--- src/rtl/regfile_pkg.sv ---
// Shared helpers for regfile_n: address-width function, byte count and the byte-merge
// used by both the write path and the optional read bypass.
package regfile_pkg;

  localparam int DEF_WIDTH = 32;
  localparam int NBYTES    = DEF_WIDTH / 8;

  // Widest word the merge helper handles; callers extend and truncate to their WIDTH.
  localparam int MAX_W  = 256;
  localparam int MAX_NB = MAX_W / 8;

  function automatic int clog2(input int n);
    int r;
    r = 0;
    while ((1 << r) < n) r = r + 1;
    return (r == 0) ? 1 : r;
  endfunction

  function automatic logic [MAX_W-1:0] byte_merge(input logic [MAX_W-1:0]  old_w,
                                                  input logic [MAX_W-1:0]  new_w,
                                                  input logic [MAX_NB-1:0] be);
    logic [MAX_W-1:0] merged;
    merged = old_w;
    for (int b = 0; b < MAX_NB; b++) begin
      if (be[b]) merged[8*b +: 8] = new_w[8*b +: 8];
    end
    return merged;
  endfunction

endpackage

--- src/rtl/regfile_rd_port.sv ---
// One registered read port of regfile_n: address mux, range/zero masking, output register.
// Same-cycle write forwarding is compiled in only when REGFILE_BYPASS_EN is defined.
module regfile_rd_port
  import regfile_pkg::*;
#(
  parameter int WIDTH    = 32,
  parameter int DEPTH    = 16,
  parameter bit ZERO_REG = 1'b0,
  parameter int AW       = clog2(DEPTH)
) (
  input  logic             clock_i,
  input  logic             reset_i,
  input  logic             rd_en_i,
  input  logic [AW-1:0]    rd_addr_i,
  input  logic [WIDTH-1:0] mem_i [DEPTH],
`ifdef REGFILE_BYPASS_EN
  input  logic             wr_ok_i,
  input  logic [AW-1:0]    wr_addr_i,
  input  logic [WIDTH-1:0] wr_word_i,
`endif
  output logic [WIDTH-1:0] rd_data_o
);

  logic [WIDTH-1:0] rd_data_d;
  logic [WIDTH-1:0] rd_data_q;

  always_comb begin
    rd_data_d = '0;
    if ((int'(rd_addr_i) < DEPTH) && !(ZERO_REG && (rd_addr_i == '0))) begin
      rd_data_d = mem_i[rd_addr_i];
`ifdef REGFILE_BYPASS_EN
      // wr_ok_i already excludes ignored writes, so forwarding never resurrects them.
      if (wr_ok_i && (wr_addr_i == rd_addr_i)) rd_data_d = wr_word_i;
`endif
    end
  end

  always_ff @(posedge clock_i) begin
    if (reset_i) begin
      rd_data_q <= '0;
    end else if (rd_en_i) begin
      rd_data_q <= rd_data_d;
    end
  end

  assign rd_data_o = rd_data_q;

endmodule

--- src/rtl/regfile_n.sv ---
// DEPTH x WIDTH register file, one byte-enabled write port and two registered read ports.
// Define REGFILE_BYPASS_EN to forward a same-edge write to the read ports.
module regfile_n
  import regfile_pkg::*;
#(
  parameter int WIDTH    = 32,
  parameter int DEPTH    = 16,
  parameter bit ZERO_REG = 1'b0,
  parameter int AW       = clog2(DEPTH)
) (
  input  logic               clock,
  input  logic               reset,
  input  logic               wr_en,
  input  logic [AW-1:0]      wr_addr,
  input  logic [WIDTH-1:0]   wr_data,
  input  logic [WIDTH/8-1:0] wr_be,
  input  logic               rd_en_a,
  input  logic [AW-1:0]      rd_addr_a,
  output logic [WIDTH-1:0]   rd_data_a,
  input  logic               rd_en_b,
  input  logic [AW-1:0]      rd_addr_b,
  output logic [WIDTH-1:0]   rd_data_b
);

  logic [WIDTH-1:0] mem_q [DEPTH];
  logic             wr_ok;
  logic [WIDTH-1:0] wr_word_d;

  // The merged word is formed once and shared by the array update and the bypass.
  always_comb begin
    wr_ok     = wr_en && (int'(wr_addr) < DEPTH) && !(ZERO_REG && (wr_addr == '0));
    wr_word_d = '0;
    if (int'(wr_addr) < DEPTH) begin
      wr_word_d = WIDTH'(byte_merge(MAX_W'(mem_q[wr_addr]), MAX_W'(wr_data), MAX_NB'(wr_be)));
    end
  end

  always_ff @(posedge clock) begin
    if (reset) begin
      for (int i = 0; i < DEPTH; i++) mem_q[i] <= '0;
    end else if (wr_ok) begin
      mem_q[wr_addr] <= wr_word_d;
    end
  end

  regfile_rd_port #(.WIDTH(WIDTH), .DEPTH(DEPTH), .ZERO_REG(ZERO_REG), .AW(AW)) u_rd_a (
    .clock_i   (clock),
    .reset_i   (reset),
    .rd_en_i   (rd_en_a),
    .rd_addr_i (rd_addr_a),
    .mem_i     (mem_q),
`ifdef REGFILE_BYPASS_EN
    .wr_ok_i   (wr_ok),
    .wr_addr_i (wr_addr),
    .wr_word_i (wr_word_d),
`endif
    .rd_data_o (rd_data_a)
  );

  regfile_rd_port #(.WIDTH(WIDTH), .DEPTH(DEPTH), .ZERO_REG(ZERO_REG), .AW(AW)) u_rd_b (
    .clock_i   (clock),
    .reset_i   (reset),
    .rd_en_i   (rd_en_b),
    .rd_addr_i (rd_addr_b),
    .mem_i     (mem_q),
`ifdef REGFILE_BYPASS_EN
    .wr_ok_i   (wr_ok),
    .wr_addr_i (wr_addr),
    .wr_word_i (wr_word_d),
`endif
    .rd_data_o (rd_data_b)
  );

endmodule
--- config.mk ---
export PLATFORM = sky130hd
export DESIGN_NAME = regfile_n
export DESIGN_NICKNAME = d
export VERILOG_FILES = /design/src/rtl/regfile_pkg.sv /design/src/rtl/regfile_rd_port.sv /design/src/rtl/regfile_n.sv
export SDC_FILE = /design/constraint.sdc
export NUM_CORES = 1
export LEC_CHECK = 0
export CORE_ASPECT_RATIO = 2
export CORE_UTILIZATION = 40
export DETAILED_ROUTE_END_ITERATION = 10
export SYNTH_ARGS = -nofsm -noshare
export SYNTH_HDL_FRONTEND = slang
export SYNTH_SLANG_ARGS = --single-unit
--- constraint.sdc ---
create_clock -name clock -period 3.1 [get_ports clock]
set_input_delay 0.62 -clock clock [delete_from_list [all_inputs] [get_ports clock]]
set_output_delay 0.62 -clock clock [all_outputs]
set_load 0.01 [all_outputs]
==> reports/qor.txt <==
Run status: complete, no violations
Grt ovf: 0
Setup Buffers After CTS: 0
RSZ-0062 raised after global routing: false
CTS Buf Count: 52
Final hold vios: 0
Layout cells sized above 1: 0.113
CTS tree: done
Clock Latency Late Sink: 620 ps
Ports: 117
Worst reg-to-reg setup slack: 1020 ps
Largest net degree at the start of global routing: 165
Avg Vias per Cell: 6.28
CTS Buffer Depth: 3
GRT Total Usage: 0.295
Seq/Total Area, Yosys: 0.355
Mapped Nets: 3646
Filler cells: 7645
Syn_area_per_cell: 9.05 um2
Data arrival, critical path: 2940 ps
First-pass GRT wire length: 184000 um
Hold-fix buffers at CTS: 0
Max Clk Rate: 405 MHz
FF-to-FF End: mem_q[295]
Period utilisation layout: 0.797
# resized after CTS: 0
CP Capture Type: register
Synth area leader: dfxtp_1
DP Area: 0.0358 mm2
Setup TNS: 0 ps
DR pass1 iterations: 6
Critical path fanouts, max: 32
Final setup viols: 0
Die Width: 204 um
Nets: 3622
Leakage: 14.2 nW
Least-Margin Pin Slew: 873 ps
# DRC: 0
Total of max-cap violations: 0
Reg2reg start: mem_q[327]
Pwr Density: 441 mW/mm2
Yosys warns: 0
ANT nets after route: 0
Post-synth top area share: 0.355
Hold Path Sink: u_rd_b.rd_data_o[29]
Core ar.: 0.0804 mm2
Initial drt markers: 2855
DR vias: 29200
Starting density of the core: 0.405
Post-route cell area: 0.0374 mm2
Cells on worst reg2reg path: 5
Slew margin rel.: 0.417
Die Area: 0.0825 mm2
Htree depth: 2
Most frequent cells in the layout: mux2i_1, dfxtp_1, nand3b_1
Port Buffers: 116
Die Span Y: 405 um
Final RePlAce weighted congestion: 0.841
Mapped cell area: 0.0325 mm2
Maximum vdd ir drop: 0.366 mV
Mapped Cells: 3593
Worst EP required: 3570 ps
Clock-pin slew on the worst setup and hold paths: 60 ps
Hold Crit Start: u_rd_b.rd_data_o[29]
Cell depth of the worst min-delay path: 2
Post-DP HPWL: 74400 um
Distinct cell type count after synthesis: 30
Row count: 147
Initial antenna violation count: 0
Setup Skew: 12.5 ps
Routed WL per cell: 26.7 um
Flops & latches, synth: 576
Setup CP Type: in -> reg
Most common cell after layout, fill and taps aside: mux2i_1
Max Slew Vio Count: 0
# clock sinks: 576
Vias in the first global route: 28900
Largest cells by area after synthesis: dfxtp_1, mux2i_1, nand3b_1
Root buffer cell: clkbuf_16
Total Routed Length: 124000 um
CP startpoint kind: input pin
Worst min-delay path category: reg -> reg
Ant diodes: 0
Area growth syn-to-layout: 15.1%
Fin crit period: 2470 ps
metrics by stage:
step           worst slack (ps)  instances  power (mW)  utilization  hold WS, ps
6_report                    629       4648        16.5        0.466          458
5_1_grt                     512       4648        16.9        0.466          489
4_1_cts                     683       4648        16.6        0.466          466
3_5_place_dp               42.7       4558        9.99        0.445          449
3_3_place_gp               96.6       4558        9.99        0.445          439
2_1_floorplan               280       3593        9.03            -          478
per-layer routing:
layer	wire, um	vias up	global-route usage
li1	-	13200	-
met1	47500	14300	0.344
met2	61400	1288	0.516
met3	7510	406	0.0320
met4	7710	0	0.174
met5	0	-	0
worst max-delay path: stages:
cell	delay, ps
clkdlybuf4s50_1	630
buf_4	280
nand3b_1	180
buf_12	310
o21bai_1	130
o41ai_2	420
buf_4	250
o21ai_0	90
area by class of cell:
cell class              instances  area [um2]  area share
well taps                    1043        1310      0.0349
repair buffers                304        3250      0.0869
multi-input cells            2603       19600       0.523
clock buffers                  78        1550      0.0414
inverters                      32         120     0.00321
flip-flops and latches        576       11500       0.308
clock inverters                12         116     0.00311
logic make-up (layout without fill, tap and decap cells):
logic type	count (synthesis)	count (layout)	synth area share
AO/OA/AOI/OAI	928	928	0.173
multiplexers	704	704	0.241
buffers and inverters	414	426	0.0506
flip-flops	576	576	0.355
AND/OR/NAND/NOR	971	971	0.181
state kept, by name, summed over array words and instances, names as in the netlist:
name / flops
mem_q: 512
u_rd_a.rd_data_o: 32
u_rd_b.rd_data_o: 32
synthesized netlist by cell type:
library cell and number:
and3b_1 2, buf_2 17, o21bai_1 32, nor3b_1 1, o21ai_1 4, a21oi_1 160, nand3_1 197, o41ai_2 31
mux2i_1 640, o22ai_1 32, o21ai_2 10, mux4_2 64, buf_4 7, a22oi_1 128, clkbuf_1 293, o41ai_4 1
and2_1 2, buf_6 5, inv_1 32, a22o_1 32, nor2_1 38, and3_1 1, nor2b_1 7, nand3b_1 516
buf_1 54, nand2_1 204, clkbuf_2 6, or3b_2 3, dfxtp_1 576, o21ai_0 498
power breakdown:
group          total [mW]  internal, mW  leakage (nW)  switching [mW]
clock                6.65          3.60         0.825            3.05
sequential           7.65          7.52          4.65           0.124
combinational        2.22         0.902          8.72            1.31
total                16.5          12.0          14.2            4.49
worst max path at each step:
stage / end / slack (ps) / cells after the start / start
after global placement: mem_q[359] / 100 / 8 / wr_addr[1]
after floorplan: mem_q[202] / 280 / 8 / wr_addr[2]
after global routing: mem_q[311] / 510 / 8 / wr_addr[1]
final: mem_q[295] / 630 / 8 / wr_addr[1]
after CTS: mem_q[295] / 680 / 8 / wr_addr[1]
after detailed placement: mem_q[330] / 40 / 8 / wr_addr[1]
Note: power is estimated with default switching activity, not from simulation.
